===== src/rtl/axi_traffic_gen.sv =====
// Self-checking AXI4 burst master: writes NUM_BURSTS INCR bursts of a deterministic
// pattern, reads each one straight back, and counts every response/data/rlast mismatch.
module axi_traffic_gen #(
    parameter int                    ADDR_WIDTH = 32,
    parameter int                    DATA_WIDTH = 32,
    parameter int                    BURST_LEN  = 8,
    parameter int                    NUM_BURSTS = 16,
    parameter logic [ADDR_WIDTH-1:0] BASE_ADDR  = '0
) (
    input  logic                    clk,
    input  logic                    rst_n,
    input  logic                    start,
    output logic                    done,
    output logic                    error,
    output logic [15:0]             err_cnt,
    output logic [ADDR_WIDTH-1:0]   awaddr,
    output logic [7:0]              awlen,
    output logic                    awvalid,
    input  logic                    awready,
    output logic [DATA_WIDTH-1:0]   wdata,
    output logic [DATA_WIDTH/8-1:0] wstrb,
    output logic                    wlast,
    output logic                    wvalid,
    input  logic                    wready,
    input  logic [1:0]              bresp,
    input  logic                    bvalid,
    output logic                    bready,
    output logic [ADDR_WIDTH-1:0]   araddr,
    output logic [7:0]              arlen,
    output logic                    arvalid,
    input  logic                    arready,
    input  logic [DATA_WIDTH-1:0]   rdata,
    input  logic [1:0]              rresp,
    input  logic                    rlast,
    input  logic                    rvalid,
    output logic                    rready
);
    localparam int                    BYTES      = DATA_WIDTH / 8;
    localparam logic [ADDR_WIDTH-1:0] STRIDE     = ADDR_WIDTH'(BURST_LEN * BYTES);
    localparam logic [8:0]            LAST_BEAT  = 9'(BURST_LEN - 1);
    localparam logic [31:0]           LAST_BURST = 32'(NUM_BURSTS - 1);

    typedef enum logic [2:0] {S_IDLE, S_AW, S_W, S_B, S_AR, S_R, S_DONE} state_t;

    state_t                state, state_nxt;
    logic [31:0]           burst;
    logic [8:0]            beat;
    logic [ADDR_WIDTH-1:0] addr;
    logic [31:0]           word;
    logic [DATA_WIDTH-1:0] pattern;
    logic                  go, beat_last, burst_last;
    logic [1:0]            n_fail;
    logic [16:0]           cnt_sum;

    assign word       = {burst[15:0], beat[7:0], ~beat[7:0]};
    assign pattern    = {(DATA_WIDTH/32){word}};
    assign beat_last  = (beat == LAST_BEAT);
    assign burst_last = (burst == LAST_BURST);
    assign go         = start && (state == S_IDLE || state == S_DONE);

    always_ff @(posedge clk or negedge rst_n) begin
        if (!rst_n) state <= S_IDLE;
        else        state <= state_nxt;
    end

    always_comb begin
        state_nxt = state;
        unique case (state)
            S_IDLE, S_DONE: if (start)               state_nxt = S_AW;
            S_AW:           if (awready)             state_nxt = S_W;
            S_W:            if (wready && beat_last) state_nxt = S_B;
            S_B:            if (bvalid)              state_nxt = S_AR;
            S_AR:           if (arready)             state_nxt = S_R;
            S_R:            if (rvalid && beat_last) state_nxt = burst_last ? S_DONE : S_AW;
            default:                                 state_nxt = S_IDLE;
        endcase
    end

    // Several failures on one R beat are all counted; max three per cycle.
    always_comb begin
        n_fail = '0;
        if (state == S_B && bvalid && bresp != 2'b00)
            n_fail = 2'd1;
        if (state == S_R && rvalid)
            n_fail = 2'(rresp != 2'b00) + 2'(rdata != pattern) + 2'(rlast != beat_last);
    end

    assign cnt_sum = {1'b0, err_cnt} + 17'(n_fail);

    always_ff @(posedge clk or negedge rst_n) begin
        if (!rst_n) begin
            burst   <= '0;
            beat    <= '0;
            addr    <= '0;
            err_cnt <= '0;
            error   <= 1'b0;
        end else if (go) begin
            burst   <= '0;
            beat    <= '0;
            addr    <= BASE_ADDR;
            err_cnt <= '0;
            error   <= 1'b0;
        end else begin
            if ((state == S_W && wready) || (state == S_R && rvalid))
                beat <= beat_last ? '0 : beat + 9'd1;
            if (state == S_R && rvalid && beat_last && !burst_last) begin
                burst <= burst + 32'd1;
                addr  <= addr + STRIDE;
            end
            if (n_fail != 2'd0) begin
                err_cnt <= cnt_sum[16] ? 16'hFFFF : cnt_sum[15:0];
                error   <= 1'b1;
            end
        end
    end

    // Write and read of one burst share the same address register.
    assign awaddr  = addr;
    assign araddr  = addr;
    assign awlen   = 8'(BURST_LEN - 1);
    assign arlen   = 8'(BURST_LEN - 1);
    assign awvalid = (state == S_AW);
    assign wvalid  = (state == S_W);
    assign wdata   = (state == S_W) ? pattern : '0;
    assign wstrb   = '1;
    assign wlast   = (state == S_W) && beat_last;
    assign bready  = (state == S_B);
    assign arvalid = (state == S_AR);
    assign rready  = (state == S_R);
    assign done    = (state == S_DONE);
endmodule


===== config.mk =====
export PLATFORM = sky130hd
export DESIGN_NAME = axi_traffic_gen
export DESIGN_NICKNAME = d
export VERILOG_FILES = /design/src/rtl/axi_traffic_gen.sv
export SDC_FILE = /design/constraint.sdc
export NUM_CORES = 1
export LEC_CHECK = 0
export CAP_MARGIN = 10
export CORE_MARGIN = 3
export CORE_UTILIZATION = 30
export DETAILED_ROUTE_END_ITERATION = 12
export PLACE_DENSITY_LB_ADDON = 0.08
export RECOVER_POWER = 100
export SETUP_SLACK_MARGIN = 0.4
export SLEW_MARGIN = 30
export SYNTH_ARGS = -nofsm -noshare
export SYNTH_HDL_FRONTEND = slang
export SYNTH_SLANG_ARGS = --single-unit

===== constraint.sdc =====
create_clock -name clk -period 6.7 [get_ports clk]
set_input_delay 1.005 -clock clk [delete_from_list [all_inputs] [get_ports clk]]
set_output_delay 1.005 -clock clk [all_outputs]
set_load 0.01 [all_outputs]

==> flow_summary.yaml, run 1 <==
final_layout:
  layout_commonest_cell: "dlygate4sd3_1"
  syn_to_final_growth_pct: 28.4
  seq_area_um2: 2200
  diodes: 0
  fillers: 1977
  multi_input_area_um2: 3250
  final_cell_mix: "96 x dlygate4sd3_1, 88 x dfrtp_1, 60 x nor2_1"
  fin_nets: 861
  drive_above_1_share: 0.0369
  post-route-util: 0.394
  stdcell_count: 1078
status:
  violations: "capacitance limit, slew limit"
  outcome: "finished, violations left"
timing:
  setup-tns-final_ns: 0
  max_freq_ghz: 0.184
  drv_slew: 19
  skew_ns: 0.00574
  max_slew.worst_pin.slew_ns: 2.07
  fin_hold_ws_ns: 0.509
  setup_viol: 0
  period_share: 0.809
  rsz0062_at_grt: "false"
  fin_crit_ns: 5.42
  slew_headroom: -0.391
  finalHoldViolations: 0
synthesis:
  yosysWarnings: 0
  synth_ff_type: "dfrtp_1"
  synthArstFlopShare: 1.00
  netlist_area_um2: 6010
  synth_edf_count: 0
  ys_ff_latch: 88
  synth_cell_types: 60
  yosysSeqAreaShare: 0.366
  postSynthCellCount: 708
  avgSynthCellArea_um2: 8.49
grt:
  antenna_found_initial: 0
  grt_pass1_vias: 5459
  grtUsageTotal: 0.167
  grt_start_max_net_pins: 79
  grt_pass1_wl_um: 29400
  gr-total-overflow: 0
pwr:
  leakage_nw: 3.29
  powerDensity_nw_per_um2: 204
  ir_drop_mv: 0.126
drt:
  drt_iter0_drc: 295
  ant_nets: 0
  dr.pass1.iters: 5
  routed_wl_um: 18500
  routedWlPerCell_um: 17.1
  route.detailed.drc: 0
  vias_per_cell: 5.19
  vias: 5596
clocking:
  h-tree-depth: 3
  cts-root-buf: "clkbuf_16"
  post_cts_resize_count: 0
  clock-sinks: 88
  clockBufferDepth: 2
  holdBufCountCts: 0
  worstSkewPairLatency_ns: 0.35
  postCtsSetupBuffers: 0
  cts_tree: "done"
  clkTransAtPathRegs_ns: 0.06
  cts_buffers: 9
run:
  drv_cap: 1
placement:
  post-dp-hpwl_um: 13400
  post-place-cells: 1063
  gp_congestion: 0.788
  io_buffers: 154
die:
  die-area_um2: 21800
  die_w_um: 148
  row_count: 51
  ios: 185
  die_h_um: 148
  initial_utilization: 0.307
  core_area_um2: 19600
min_path:
  min_path_cells: 2
  hp-class: "register to register"
worst_setup_path:
  path_class: "input pin to register"
  arrival_ns: 5.69
  crit_path_start_kind: "input pin"
  cp_max_fo: 18
  rr_worst_depth: 6
  worst_ep_required_time_ns: 6.96
  timing.critical_path.to_type: "register"
critical path, cell delays in order:
cell and delay, ns:
dlygate4sd3_1 0.60, nand4b_1 0.31, nor3_1 1.70, o21ai_0 1.17
or4b_1 0.75, a21oi_1 0.15
per-stage QoR:
stage | setup WS, ns | area (µm²) | power (W)
CTS | 1.32 | 7740 | 0.00162
floorplan | 2.28 | 6120 | 0.000925
detailed placement | 0.948 | 7460 | 0.00110
finish | 1.28 | 7720 | 0.00158
global placement | 1.01 | 7430 | 0.00109
global route | 0.735 | 7720 | 0.00168
worst paths after layout:
| kind | start | end | slack (ns) |
|---|---|---|---|
| worst max-delay path | rvalid | araddr[9]$_DFFE_PN0P_ | 1.28 |
| worst min-delay path | error$_DFFE_PN0P_ | error$_DFFE_PN0P_ | 0.51 |
| worst max register to register | beat[1]$_DFFE_PN0P_ | araddr[9]$_DFFE_PN0P_ | 1.78 |
| worst min register to register | error$_DFFE_PN0P_ | error$_DFFE_PN0P_ | 0.51 |
| max in group asynchronous | rst_n | burst[27]$_DFFE_PN0P_ | 4.89 |
| min in group asynchronous | rst_n | araddr[8]$_DFFE_PN0P_ | 0.63 |
logic make-up (layout without fill, tap and decap cells):
group	after synthesis	after routing	share of synthesized area
compound gates	149	149	0.154
mux	2	2	0.00333
flops	88	88	0.366
xor+xnor	41	41	0.0597
other cells	2	30	0.00125
buf+inv	116	193	0.110
fa+ha+maj	7	7	0.0171
simple gates	303	303	0.289
state kept, by name, indices dropped and copies added (netlist names):
register  flops
araddr       27
err_cnt      16
state         3
burst        32
beat          9
error         1
power breakdown:
part	switching, W	internal, W	total (W)
Clock	0.000215	0.000296	0.000511
Sequential	0.0000871	0.000575	0.000662
Combinational	0.000223	0.000182	0.000406
Total	0.000525	0.00105	0.00158
per-layer routing:
layer	routed length, µm	part of all wire	global-route usage	vias up
met3	997	0.054	0.0359	18
li1	-	-	-	2696
met2	8990	0.49	0.289	152
met5	0	0	0	-
met1	8210	0.44	0.215	2730
met4	284	0.015	0.0377	0
layout make-up:
type	count	share of cell area
Multi-Input combinational cell	532	0.420
Clock buffer	11	0.0314
Timing Repair Buffer	159	0.205
Clock inverter	4	0.00583
Tap cell	265	0.0429
Inverter	19	0.00924
Sequential cell	88	0.285
synthesized netlist by cell type, drive strengths merged, types with 6 or more instances:
| cell | n | area (µm²) |
|---|---|---|
| buf | 68 | 479 |
| or3 | 27 | 169 |
| nand3b | 6 | 45.0 |
| nor4 | 14 | 93.8 |
| o31ai | 7 | 52.6 |
| nor3 | 17 | 96.4 |
| nand2 | 34 | 128 |
| or4 | 10 | 78.8 |
| o2111ai | 12 | 105 |
| and2 | 30 | 188 |
| nor3b | 8 | 60.1 |
| and3 | 7 | 43.8 |
| nand3 | 30 | 150 |
| xor2 | 17 | 149 |
| a21oi | 47 | 235 |
| clkbuf | 29 | 110 |
| o211ai | 11 | 82.6 |
| nand4 | 26 | 163 |
| inv | 19 | 71.3 |
| xnor2 | 24 | 210 |
| o21ai | 42 | 210 |
| nor2 | 60 | 225 |
| and3b | 6 | 52.6 |
| dfrtp | 88 | 2200 |
Power figures use the tool's default switching activity.
==> run 2: changes to the inputs <==
==> constraint.sdc (replaced) <==
create_clock -name clk -period 4.8 [get_ports clk]
set_input_delay 0.72 -clock clk [delete_from_list [all_inputs] [get_ports clk]]
set_output_delay 0.72 -clock clk [all_outputs]
set_load 0.01 [all_outputs]
==> run 2 against run 1 <==
Against the previous run: the flow still finishes with violations (capacitance limit, slew limit); register-to-register slack got worse by 1.2 ns; clock skew increased by 0.0039 ns; hold slack got worse by 0.0066 ns; clock power increased by 44%; critical path type unchanged; first-iteration DRC count increased by 25%; core utilization increased by 1.2 points; clock-buffer cell count decreased by 2.
==> flow_summary.yaml, run 2 (synthesis gave the netlist of run 1 again) <==
timing:
  drv_slew: 75
  fin_ws_ns: 0.428
  finalHoldViolations: 0
  setup-tns-final_ns: 0
  fin_crit_ns: 4.37
  slew_headroom: -1.39
  max_freq_ghz: 0.229
  skew_ns: 0.00960
  period_share: 0.911
  fin_hold_ws_ns: 0.503
  setup_viol: 0
  rsz0062_at_grt: "true"
  max_slew.worst_pin.slew_ns: 3.58
worst_setup_path:
  cp_num_buf_inv: 4
  crit_chain: "clkdlybuf4s50_1 > or3b_1 > a221oi_4 > clkbuf_4 > nand3_2 > fa_1 > nand2_1 > o21ai_0 > ha_1 > inv_1 > fa_1 > nand2b_4 > or2_4 > nor3_1 > clkbuf_1 > o21ai_0 > a221oi_2"
  cp_max_fo: 5
  arrival_ns: 4.63
  path_class: "input pin to register"
  cp_slowest_cell: "fa_1"
  crit_cells: 17
  timing.critical_path.to_type: "register"
  cp_top_family: "adder cells"
  crit_path_start_kind: "input pin"
  r2r_end: "err_cnt[5]$_DFFE_PN0P_"
  r2r_start: "beat[1]$_DFFE_PN0P_"
  worst_ep_required_time_ns: 5.06
  r2r_slack_ns: 0.62
  cp_slowest_stage_delay_ns: 0.52
  rr_worst_depth: 16
placement:
  gp_congestion: 0.826
  io_buffers: 154
  dp_slack_ns: -0.279
  post-place-cells: 1085
  post-dp-hpwl_um: 14000
  place_area_um2: 7610
grt:
  antenna_found_initial: 0
  grt_start_max_net_pins: 62
  grtUsageTotal: 0.172
  busiest_layer: "met2"
  grt_util_met1: 0.214
  met3_usage: 0.0423
  met2_usage: 0.303
  gr-total-overflow: 0
  grt_pass1_vias: 5491
  grt_pass1_wl_um: 29800
clocking:
  clock-sinks: 88
  worstSkewPairLatency_ns: 0.36
  cts_tree: "done"
  h-tree-depth: 3
  cts-root-buf: "clkbuf_16"
  postCtsSetupBuffers: 0
  clkTransAtPathRegs_ns: 0.07
  holdBufCountCts: 0
  clockBufferDepth: 2
  cts_buffers: 9
min_path:
  holdPathEnd: "error$_DFFE_PN0P_"
  min_path_cells: 2
  hp-start: "error$_DFFE_PN0P_"
  hp-class: "register to register"
drt:
  dr.pass1.iters: 5
  ant_nets: 0
  routed_wl_um: 19100
  drt_iter0_drc: 369
  route.detailed.drc: 0
  vias_per_cell: 5.17
  routedWlPerCell_um: 17.4
  vias: 5692
final_layout:
  fin_nets: 883
  drive_above_1_share: 0.0682
  stdcell_count: 1101
  diodes: 0
  stdcell_area_um2: 7960
  regMostFlops: "burst"
  layout_commonest_cell: "dlygate4sd3_1"
  largest_reg_flops: 32
  syn_to_final_growth_pct: 32.3
  final_cell_mix: "101 x dlygate4sd3_1, 88 x dfrtp_1, 60 x nor2_1"
status:
  violations: "capacitance limit, slew limit"
  outcome: "finished, violations left"
die:
  die-area_um2: 21800
  ios: 185
  row_count: 51
  core_area_um2: 19600
  initial_utilization: 0.307
  die_w_um: 148
  die_h_um: 148
pwr:
  ir_drop_mv: 0.186
  powerDensity_nw_per_um2: 285
  leakage_nw: 3.43
run:
  drv_cap: 2
[run 2: layer usage]
layer  wire, µm  vias up  part of all wire
li1           -     2730                 -
met1       8390     2796              0.44
met2       9520      155              0.50
met3       1040       11             0.054
met4        152        0            0.0080
met5          0        -                 0
[run 2: layout make-up]
cell class              count  area, µm²
fillers                  2017      11600
multi-input cells         532       3340
flip-flops and latches     88       2200
repair buffers            181       1710
well taps                 265        332
clock buffers               9        225
clock inverters             7       77.6
inverters                  19       71.3
[run 2: metrics by stage]
stage / util / total power [W]
final: 0.406 / 0.00226
after global routing: 0.406 / 0.00241
after CTS: 0.407 / 0.00233
after detailed placement: 0.388 / 0.00157
after global placement: 0.388 / 0.00155
after floorplan: - / 0.00129
[run 2: repair_timing]
action / 4_1_cts / 5_1_grt
hold endpoints to repair: 0 / 0
cloned: 0 / 0
gates resized for setup: 12 / 7
endpoints found under the setup margin: 14 / 14
pin swaps: 5 / 5
[run 2: worst max-delay path by stage]
stage / start / endpoint / slack [ns]
detailed placement: rdata[7] / err_cnt[9]$_DFFE_PN0P_ / -0.28
floorplan: rdata[15] / err_cnt[5]$_DFFE_PN0P_ / 0.66
global route: rdata[7] / err_cnt[5]$_DFFE_PN0P_ / 0.18
finish: rdata[7] / err_cnt[5]$_DFFE_PN0P_ / 0.43
CTS: rdata[7] / err_cnt[9]$_DFFE_PN0P_ / 0.40
global placement: rdata[7] / err_cnt[9]$_DFFE_PN0P_ / -0.22
[run 2: where the power goes]
group	internal [W]	switching, W
registers	0.000802	0.000124
clock network	0.000409	0.000327
logic	0.000275	0.000327
[run 2: worst reg2reg max path, cell delays in order (launching register included)]
cell	delay, ns
dfrtp_1	0.50
ha_1	0.28
nor4bb_1	0.33
nand2_1	0.27
xnor2_1	0.22
fa_1	0.54
nand2_1	0.05
o21ai_0	0.08
ha_1	0.19
inv_1	0.06
fa_1	0.38
nand2b_4	0.16
or2_4	0.27
nor3_1	0.12
clkbuf_1	0.24
o21ai_0	0.16
a221oi_2	0.26
==> edit: new RTL, settings of run 2 <==
Encoding of `state_t`: now one-hot (7 bits for 7 states).
--- a/src/rtl/axi_traffic_gen.sv
+++ b/src/rtl/axi_traffic_gen.sv
@@ -40,7 +40,7 @@
     localparam logic [8:0]            LAST_BEAT  = 9'(BURST_LEN - 1);
     localparam logic [31:0]           LAST_BURST = 32'(NUM_BURSTS - 1);
 
-    typedef enum logic [2:0] {S_IDLE, S_AW, S_W, S_B, S_AR, S_R, S_DONE} state_t;
+    typedef enum logic [6:0] {S_IDLE = 7'b0000001, S_AW = 7'b0000010, S_W = 7'b0000100, S_B = 7'b0001000, S_AR = 7'b0010000, S_R = 7'b0100000, S_DONE = 7'b1000000} state_t;
 
     state_t                state, state_nxt;
     logic [31:0]           burst;
Behaviour: same outputs for any inputs over 10 cycles, from zero or initial values and one cycle with rst_n low; not proved beyond that.
==> edit against run 2 <==
The run still ends with capacitance limit, slew limit left; cell count rose by 2.0%; worst setup slack improved by 0.059 ns; routed wire length rose by 8.6%; design area rose by 2.1%; count of clock-buffer cells in the layout rose by 1; area after synthesis rose by 6.8%; sequential power fell by 8.6%; synthesized cell count rose by 5.2%; power fell by 7.5%; sequential cell count rose by 4; global-route usage rose by 0.34 points; largest power group unchanged.
==> edit: results (changes against run 2) <==
outcome:
  status: "finished, violations left"
  violations: "capacitance limit, slew limit"
pwr:
  internal_power_mw: 1.346  # -9.5%
  p_leak_nw: 3.686  # +7.3%
flow_run:
  drv_cap: 1  # -1
sta:
  finClkSkew_ns: 0.01016  # +0.0005606 ns
  slew_viol_final: 49  # -35%
  tightest_slew_ns: 2.882  # -0.7018 ns
detailed_routing:
  wire_per_inst_um: 18.48  # +6.5%
  vias: 5955  # +4.6%
critical_path:
  cp.arrival_ns: 4.58  # -0.05 ns
  cpLargestDelayFamily: "simple AND/OR/NAND/NOR gates"
  reg2regPathDepth: 17  # +1
placed_design:
  gp_congestion: 0.8446  # +2.3%
  placed_area_um2: 7890  # +3.7%
grt:
  grt_max_degree: 49  # -21%
  track_usage_pct: 17.51  # +0.34 points
  grt_pass1_vias: 5798  # +5.6%
synthesis:
  synth_cell_types: 70  # +17%
  synth_fa_ha_area_share_pct: 1.597  # -0.11 points
  synthMuxAreaShare_pct: 2.590  # +2.3 points
  yosys-top-cells-count: "dfrtp_1 (91), buf_4 (57), nand2_1 (57)"
  synthXorXnorAreaFrac_pct: 5.044  # -0.93 points
final_layout:
  fin_nets: 900  # +1.9%
  drive_gt1_share_pct: 6.448  # -0.37 points
cts:
  ctsResizeCount: 0  # -12
[edit: changes by cell type in the layout (fill, tap and decap cells not counted), moves of 15 or more]
cell / change
and3_1: +33
or3_1: -18
nand2_1: +23
o21ai_0: -23
and2_1: -15
[edit: per-layer routing]
| layer | wire length (um) | vias to the layer above | track usage [%] |
|---|---|---|---|
| met4 | 290 | 0 | 5.479 |
| met1 | 10070 | 2909 | 25.48 |
| met5 | 0 | - | 0 |
| met3 | 1065 | 16 | 3.124 |
| li1 | - | 2849 | - |
| met2 | 9326 | 181 | 26.42 |
[edit: layout make-up]
class / instances / area [um^2]
timing repair buffer: 169 / 1623
clock buffer: 10 / 239.0
fill: 2116 / 12500
tap: 270 / 337.8
clock inverter: 6 / 46.29
multi-input combinational: 562 / 3522
sequential: 92 / 2303
inverter: 14 / 52.55
[edit: logic make-up after synthesis]
| family | Yosys count |
|---|---|
| flops | 92 |
| xor+xnor | 37 |
| mux | 16 |
| fa+ha+maj | 7 |
| buf+inv | 119 |
| other cells | 2 |
| simple gates | 339 |
| compound gates | 133 |
[edit: power by group through the flow]
stage | logic [mW] | clock network [mW] | registers [mW]
2_1_floorplan | 0.397 | 0 | 0.836
3_3_place_gp | 0.578 | 0 | 0.864
3_5_place_dp | 0.582 | 0 | 0.864
4_1_cts | 0.584 | 0.728 | 0.850
5_1_grt | 0.614 | 0.762 | 0.853
6_report | 0.546 | 0.704 | 0.846
[edit: worst paths after layout]
kind / from / slack, ns / endpoint
max: rdata[7] / 0.49 / err_cnt[11]
min: error / 0.51 / error
max reg2reg: beat[0] / 0.69 / err_cnt[11]
min reg2reg: error / 0.51 / error
max in group asynchronous: rst_n / 1.15 / burst[1]
min in group asynchronous: rst_n / 1.29 / beat[5]
[edit: worst register-to-register path, cell delays in order (launching register included)]
cell      delay [ns]
dfrtp_1         0.51
ha_1            0.28
or4bb_4         0.52
nor2_8          0.17
xor2_1          0.12
fa_1            0.55
nand2_1         0.08
nand2_1         0.08
ha_1            0.18
inv_1           0.05
fa_1            0.40
nor2b_1         0.13
buf_4           0.14
nand2_1         0.16
nor3_1          0.23
buf_4           0.18
nor2_1          0.04
a211oi_1        0.22
[edit: stage by stage]
| stage | instances | power [mW] | hold WS (ns) | utilization (%) |
|---|---|---|---|---|
| after global placement | 1107 | 1.442 | 0.4922 | 38.25 |
| after global routing | 1123 | 2.229 | 0.5683 | 39.39 |
| final | 1123 | 2.096 | 0.5130 | 39.39 |
| after floorplan | 773 | 1.234 | 0.4244 | - |
| after CTS | 1123 | 2.162 | 0.4361 | 39.64 |
| after detailed placement | 1107 | 1.446 | 0.4929 | 38.26 |
